$ cat config.mk
export PLATFORM = sky130hd
export DESIGN_NAME = reg_file_param
export DESIGN_NICKNAME = d
export VERILOG_FILES = /design/src/rtl/rf_pkg.sv /design/src/rtl/rf_clear_seq.sv /design/src/rtl/reg_file_param.sv
export SDC_FILE = /design/constraint.sdc
export NUM_CORES = 2
export LEC_CHECK = 0
export CORE_UTILIZATION = 50
export DETAILED_ROUTE_END_ITERATION = 12
export PLACE_DENSITY = 0.67
export SYNTH_ARGS = -nofsm -noshare
export SYNTH_HDL_FRONTEND = slang
export SYNTH_SLANG_ARGS = --single-unit
$ cat constraint.sdc
create_clock -name clk -period 92.8 [get_ports clk]
set_input_delay 13.92 -clock clk [delete_from_list [all_inputs] [get_ports clk]]
set_output_delay 13.92 -clock clk [all_outputs]
set_load 0.03 [all_outputs]
$ cat src/rtl/rf_pkg.sv
// Shared types and default sizing for the parameterised register file.
package rf_pkg;

    typedef enum logic {
        IDLE  = 1'b0,
        CLEAR = 1'b1
    } clr_state_e;

    localparam int unsigned XLEN_DEF = 32;
    localparam int unsigned NREG_DEF = 32;
    localparam int unsigned NRD_DEF  = 2;

endpackage

$ cat src/rtl/rf_clear_seq.sv
// Bulk-clear sequencer: walks every register index once, one per cycle.
module rf_clear_seq
    import rf_pkg::*;
#(
    parameter  int unsigned NREG = NREG_DEF,
    localparam int unsigned AW   = $clog2(NREG)
) (
    input  logic          clk,
    input  logic          rst,
    input  logic          clr_req,
    output logic          busy,
    output logic          clr_we,
    output logic [AW-1:0] clr_addr
);

    clr_state_e    state_q, state_d;
    logic [AW-1:0] cnt_q, cnt_d;

    always_comb begin
        state_d = state_q;
        cnt_d   = cnt_q;
        unique case (state_q)
            IDLE: begin
                if (clr_req) begin
                    state_d = CLEAR;
                    cnt_d   = '0;
                end
            end
            CLEAR: begin
                // clr_req is deliberately not looked at here: no restart mid-sequence
                cnt_d = cnt_q + 1'b1;
                if (cnt_q == AW'(NREG - 1)) begin
                    state_d = IDLE;
                end
            end
            default: state_d = IDLE;
        endcase
    end

    always_ff @(posedge clk or posedge rst) begin
        if (rst) begin
            state_q <= IDLE;
            cnt_q   <= '0;
        end else begin
            state_q <= state_d;
            cnt_q   <= cnt_d;
        end
    end

    assign busy     = (state_q == CLEAR);
    assign clr_we   = busy;
    assign clr_addr = cnt_q;

endmodule

$ cat src/rtl/reg_file_param.sv
// Multi-port register file with byte-enable writes, write-to-read bypass,
// a per-register pending scoreboard and a sequenced bulk clear.
module reg_file_param
    import rf_pkg::*;
#(
    parameter  int unsigned XLEN    = XLEN_DEF,
    parameter  int unsigned NREG    = NREG_DEF,
    parameter  int unsigned NRD     = NRD_DEF,
    parameter  bit          ZERO_R0 = 1'b1,
    parameter  bit          BYPASS  = 1'b1,
    localparam int unsigned AW      = $clog2(NREG),
    localparam int unsigned NB      = XLEN / 8
) (
    input  logic              clk,
    input  logic              rst,
    input  logic [NRD*AW-1:0] rs,
    output logic [NRD*XLEN-1:0] rdata,
    output logic [NRD-1:0]    pending,
    input  logic              we,
    input  logic [AW-1:0]     waddr,
    input  logic [XLEN-1:0]   wdata,
    input  logic [NB-1:0]     wbe,
    input  logic              sb_set,
    input  logic [AW-1:0]     sb_addr,
    input  logic              clr_req,
    output logic              clr_busy
);

    logic            busy, clr_we;
    logic [AW-1:0]   clr_addr;
    logic            wr_acc, wr_r0, clr_start;
    logic [XLEN-1:0] wr_merged;
    logic [XLEN-1:0] regs_q [NREG];
    logic [XLEN-1:0] regs_d [NREG];
    logic [NREG-1:0] sb_q, sb_d;

    rf_clear_seq #(.NREG(NREG)) u_clear_seq (
        .clk      (clk),
        .rst      (rst),
        .clr_req  (clr_req),
        .busy     (busy),
        .clr_we   (clr_we),
        .clr_addr (clr_addr)
    );

    assign clr_busy  = busy;
    assign wr_acc    = we && !busy;
    assign wr_r0     = ZERO_R0 && (waddr == '0);
    assign clr_start = clr_req && !busy;

    always_comb begin
        wr_merged = regs_q[waddr];
        for (int unsigned b = 0; b < NB; b++) begin
            if (wbe[b]) begin
                wr_merged[b*8 +: 8] = wdata[b*8 +: 8];
            end
        end
    end

    always_comb begin
        regs_d = regs_q;
        if (clr_we) begin
            regs_d[clr_addr] = '0;
        end else if (wr_acc && !wr_r0) begin
            regs_d[waddr] = wr_merged;
        end
    end

    // Set is applied after clear so a same-address set wins; clear entry overrides both.
    always_comb begin
        sb_d = sb_q;
        if (clr_start) begin
            sb_d = '0;
        end else if (!busy) begin
            if (wr_acc) sb_d[waddr]   = 1'b0;
            if (sb_set) sb_d[sb_addr] = 1'b1;
        end
        if (ZERO_R0) sb_d[0] = 1'b0;
    end

    always_ff @(posedge clk or posedge rst) begin
        if (rst) begin
            for (int unsigned i = 0; i < NREG; i++) begin
                regs_q[i] <= '0;
            end
            sb_q <= '0;
        end else begin
            regs_q <= regs_d;
            sb_q   <= sb_d;
        end
    end

    for (genvar i = 0; i < NRD; i++) begin : g_rd
        logic [AW-1:0] addr;
        logic          is_r0, hit;
        assign addr  = rs[i*AW +: AW];
        assign is_r0 = ZERO_R0 && (addr == '0);
        assign hit   = BYPASS && wr_acc && (addr == waddr);
        assign rdata[i*XLEN +: XLEN] = is_r0 ? '0 : (hit ? wr_merged : regs_q[addr]);
        assign pending[i] = sb_q[addr];
    end

endmodule

# Word-level counts from Yosys, hierarchy flattened
# Index checks and enable logic that the tools add are counted.
# op_classes
bitwise,10
eq_ne,5
n_lt_le_gt_ge,12
addsub,1
n_reduce_logical,15
mux,43
# ops
op,count
1024-bit 2-to-1 mux,2
1024-bit AND,1
1024-bit bitwise mux,1
1024-bit NOT,1
32-bit 2-to-1 mux,18
32-bit binary-select mux with 5-bit select,3
32-bit demux with 5-bit select,2
32-bit AND,1
8-bit 2-to-1 mux,4
32-bit NOT,1
32-bit OR,1
"6-bit >= comparator, second input constant",4
"5-bit by 6-bit less-than comparator with 1-bit output, second input constant",4
5-bit NOT with 6-bit output,4
5-bit zero test,3
"6-bit by 1-bit less-than comparator with 1-bit output, second input constant",2
1-bit binary-select mux with 5-bit select,2
1-bit demux with 5-bit select,2
5-bit == test,2
"5-bit by 1-bit >= comparator with 1-bit output, second input constant",2
5-bit case mux with 2 select lines,1
1-bit logical AND,9
1-bit 2-to-1 mux,6
"5-bit by 1-bit adder with 5-bit output, second input constant",1
other kinds (7),9
# word_totals
output_inout_bits,67
regBits,1061

# Depth between registers and ports, before layout
# logic_depth
word_depth,13
ltp_mapped,11
ltp_nobuf,6

# Cells and area by module
# From an unflattened synthesis, not the netlist that was laid out.
# unflattened
cells_unflattened,4805
hier_area_um2,64655.8
# by_module_without_submodules
mod,n_inst,cells_per_inst,area_each_um2,seq_area_each_um2
reg_file_param,1,4778,64354.2,26400.3
rf_clear_seq,1,27,301.5,150.1

# Least setup slack after synthesis
# No wires, ideal clock.
# synth_timing
path_kind,input port to output port
start,in rs[5]
end,out rdata[63]
required_ns,78.880
n_path_buf,3
t_arrival_ns,16.100
slack_ns,62.780
cell_stages,7
cell_sequence,buf_4 > buf_2 > buf_2 > mux4_2 > mux4_2 > a22oi_1 > o31ai_1
# synth_between
elab_chain_len,6
# synth_rtl
item,line,rtl
"start, declared",reg_file_param.sv:16,"input logic [NRD*AW-1:0] rs,"
5-bit NOT with 6-bit output (implied by the code),reg_file_param.sv:99,assign rdata[i*XLEN +: XLEN] = is_r0 ? '0 : (hit ? wr_merged : regs_q[addr]);
32-bit binary-select mux with 5-bit select,reg_file_param.sv:99,
32-bit 2-to-1 mux (implied by the code) (2 in a row),reg_file_param.sv:99,
32-bit 2-to-1 mux,reg_file_param.sv:99,
32-bit 2-to-1 mux (*),reg_file_param.sv:99,
"end, declared",reg_file_param.sv:17,"output logic [NRD*XLEN-1:0] rdata,"
# Every way passes the cells marked *; elsewhere a longest branch is shown, timed or not. The select of a mux whose other input is x is not followed.

# Final worst setup path
# layout_timing
start,in waddr[0]
end,out rdata[50]
# layout_between
elab_chain_len,7
# layout_rtl
item,line,rtl
"start, declared",reg_file_param.sv:20,"input logic [AW-1:0] waddr,"
5-bit NOT with 6-bit output (implied by the code),reg_file_param.sv:52,wr_merged = regs_q[waddr];
32-bit binary-select mux with 5-bit select,reg_file_param.sv:52,
32-bit 2-to-1 mux (implied by the code) (2 in a row),reg_file_param.sv:52,
8-bit 2-to-1 mux,reg_file_param.sv:54,if (wbe[b]) begin
32-bit 2-to-1 mux (*) (2 in a row),reg_file_param.sv:99,
# Marks and branches as above.

==> results.txt <==
- Count of antenna-violating nets left after detailed routing: 0
- In this run the static leakage power is 29.7 nW.
- Instance count along the most critical hold path: 2
* Worst slew pin tran: 1370 ps
- For this design, the sink count on the clock tree is 1061.
- In this run the clock root is driven by a sky130_fd_sc_hd__clkbuf_16.
- The die is 360 um tall.
* # H-tree levels: 3
- The initial utilization of the core area, before any placement, comes to 0.507.
- In the final routed layout, each cell accounts on average for 44.9 um.
* Final critical delay including setup and external delays: 32930 ps
- Synth area leaders: sky130_fd_sc_hd__dfrtp_1 (41%), sky130_fd_sc_hd__mux4_2 (27%), sky130_fd_sc_hd__a22o_1 (13%)
- DR pass1 iterations: 6
- The initial antenna violation count came to 13.
- The routed layout has 53400 vias.
- Detailed placement finished with a half-perimeter wire length of 152000 um.
- Clk_skew: 37.5 ps
- The clock reaches the later pin of the worst-skew pair after 780 ps.
- The share of synthesized area in the top cell type comes to 0.414.
- Synth async-reset ratio: 1.00
* Unrepaired setup endpoints after global routing: no
- Post-CTS timing repair inserted 0 buffers for setup.
* Cell repeated most along the worst path: sky130_fd_sc_hd__buf_4
- Data on the critical path arrives at its endpoint at 19010 ps.
- Crit share post-route: 0.355
- DRT iter0 DRCs: 9847
- The floorplan has 130 rows.
- For this run, the number of Yosys warnings is 0.
* Total of buffers placed on input and output ports: 127
- Buffers inserted to repair hold after CTS numbered 0.
- The signal on the critical path passes through buf_8, buf_4, buf_4, mux4_2, nand2_1, a311oi_1, o22a_1, o2bb2ai_1, clkdlybuf4s50_1.
* Dominant register cell in the synthesized netlist: sky130_fd_sc_hd__dfrtp_1
* Most used standard cells in the synthesized netlist: sky130_fd_sc_hd__dfrtp_1 (1061), sky130_fd_sc_hd__a22o_1 (969), sky130_fd_sc_hd__mux4_2 (770)
* Number of buffers created by CTS: 118
- Crit path max-delay family: buffers and inverters
* Worst-case setup margin in the final layout: 59870 ps
- Congestion Overflow GR: 0
- Required @ worst endpoint: 78880 ps
* Number of cell instances on the worst register-to-register path: 7
* Run status: finished clean
- Beginning of the worst hold path: regs_q[159]
- In the routed layout, each cell is associated on average with a via count of 8.56.
- Layout net count: 4537
- Dividing total power by cell area gives a power density of 19.4 mW/mm^2.
- Endpoint type of the worst setup path: output port
- Clock input transition at the sequential cells of the worst setup and hold paths: 60 ps
- First-pass GRT wire length: 396000 um
- Of all cell types, the one taking the most synthesized area is sky130_fd_sc_hd__dfrtp_1.
* Mean instance size in the synthesized netlist: 13.8 sq um
* GRT Util Overall: 0.430
- Setup-failing EPs final: 0
- Wire length reported by the detailed router: 280000 um
- CP startpoint kind: input pin
- Sequential share of the synthesized area: 0.414
- Final count of hold timing violations: 0
* Top-level port count: 128
- The tightest min-delay check is of the register to register type.
- The mapped netlist covers 0.0641 sq mm.
- Post-synth net total: 4706
- Relative slew slack: 0.0861
* Worst-case hold path end point: regs_q[159]
- Minimum setup slack among reg-to-reg paths: 88310 ps
- Number of register bits inferred by synthesis: 1061
* Die Span X: 360 um
- The worst register-to-register path begins at u_clear_seq.busy.
- Along the worst path, the maximum fanout reaches 76.
- Static timing analysis puts the maximum clock frequency at 30.4 MHz.
- The number of buffers and inverters on the critical path is 4.
- Highest ir drop seen on vdd: 0.0159 mV
- In the final layout, the share of cells above drive strength 1 is 0.283.
* Number of enable-type register cells in the synthesized netlist: 0
- In this run the critical register-to-register path is captured at regs_q[87].
- The largest single stage delay on the critical path is 1000 ps.
- Critical path class: input pin to output port
* Setup WS pre-CTS: 59880 ps
- Layout overhead on the synthesized area: 10.8%
- The floorplan step defined a die boundary enclosing 0.130 sq mm.
* Power consumption: 1.38 mW
* Fin. max-slew vios: 0
- Vias in the first global route: 51700
* Most frequent cell after synthesis: sky130_fd_sc_hd__dfrtp_1
- Number of instances in the synthesized netlist: 4640
- The number of gates resized after CTS was 0.
- In the routed design, unresolved DRC markers number 0.
- Setup total negative slack on the finished layout was measured at 0 ps.
- Largest net degree at the start of global routing: 170
- Largest buffer count on any clock path: 3
- TritonCTS built the clock tree.
* Count of max-cap constraint violations: 0
* Critical-path top delay cell: sky130_fd_sc_hd__o22a_1
- After floorplanning, the core was sized to cover 0.126 sq mm.
- Weighted congestion reported at the end of routability-driven placement: 0.929
- Distinct cell type count of the synthesized netlist: 85
==> cell type report <==
| type | instances | area, sq um |
|---|---|---|
| Multi-Input combinational cell | 2956 | 35300 |
| Timing Repair Buffer | 312 | 2770 |
| Sequential cell | 1061 | 26600 |
| Clock inverter | 53 | 771 |
| Clock buffer | 166 | 3460 |
| Antenna cell | 16 | 40.0 |
| Inverter | 22 | 90.1 |
| Fill cell | 9880 | 55400 |
| Tap cell | 1650 | 2060 |
==> state kept, by name, summed over array words and instances (netlist names) <==
register	cells
u_clear_seq.clr_addr	5
regs_q	1024
sb_q	31
u_clear_seq.busy	1
==> worst max path at each step <==
stage | slack, ps | end | start | cells past startpoint
finish | 59870 | rdata[50] | waddr[0] | 9
global route | 59550 | rdata[50] | waddr[0] | 9
CTS | 59880 | rdata[50] | waddr[0] | 9
detailed placement | 59880 | rdata[50] | waddr[0] | 9
global placement | 59890 | rdata[50] | waddr[0] | 9
floorplan | 49010 | regs_q[0] | rst | 1
==> cell families after synthesis <==
logic type / synth area share
AOI/OAI and AO/OA: 0.192
DFF: 0.414
muxes: 0.310
buffers and inverters: 0.0460
and+or+nand+nor: 0.0354
xor gates and xnor gates: 0.00164
adders and majority gates: 0.000976
==> layout by cell type, fill, tap and decap left out, drive strengths merged, types with 99 or more instances in the layout <==
cell type,netlist,final
a21oi,99,99
buf,276,198
clkbuf,325,167
nand2,169,169
a22oi,135,135
mux2i,238,238
mux4,770,770
a22o,969,969
dfrtp,1061,1061
clkdlybuf4s50,0,113
==> layer usage <==
layer	track usage	vias to the layer above	wire length (um)
met5	0	-	92
met1	0.542	27300	92700
met2	0.580	5800	115000
met4	0.285	10	22700
met3	0.213	1420	49500
li1	-	18900	-
==> power by group <==
part           internal, mW  leakage, nW  switching [mW]  total, mW
registers             0.503         14.7          0.0455      0.549
clock network         0.308         2.08           0.211      0.519
logic                 0.123         12.9           0.191      0.314
total                 0.934         29.7           0.447       1.38
==> tightest hold or removal path: stages, from the launching register on <==
cell	delay, ps
sky130_fd_sc_hd__dfrtp_1	370
sky130_fd_sc_hd__nand2_1	60
sky130_fd_sc_hd__o21ai_0	60
==> per-stage QoR <==
stage,utilization,hold WS (ps),cells,area [sq um]
global placement,0.528,496,6001,66700
floorplan,-,477,4640,64100
global route,0.562,547,6220,71000
detailed placement,0.528,510,6001,66700
finish,0.562,528,6236,71000
CTS,0.562,524,6220,71000
No activity file was read; power rests on OpenSTA's default activity.
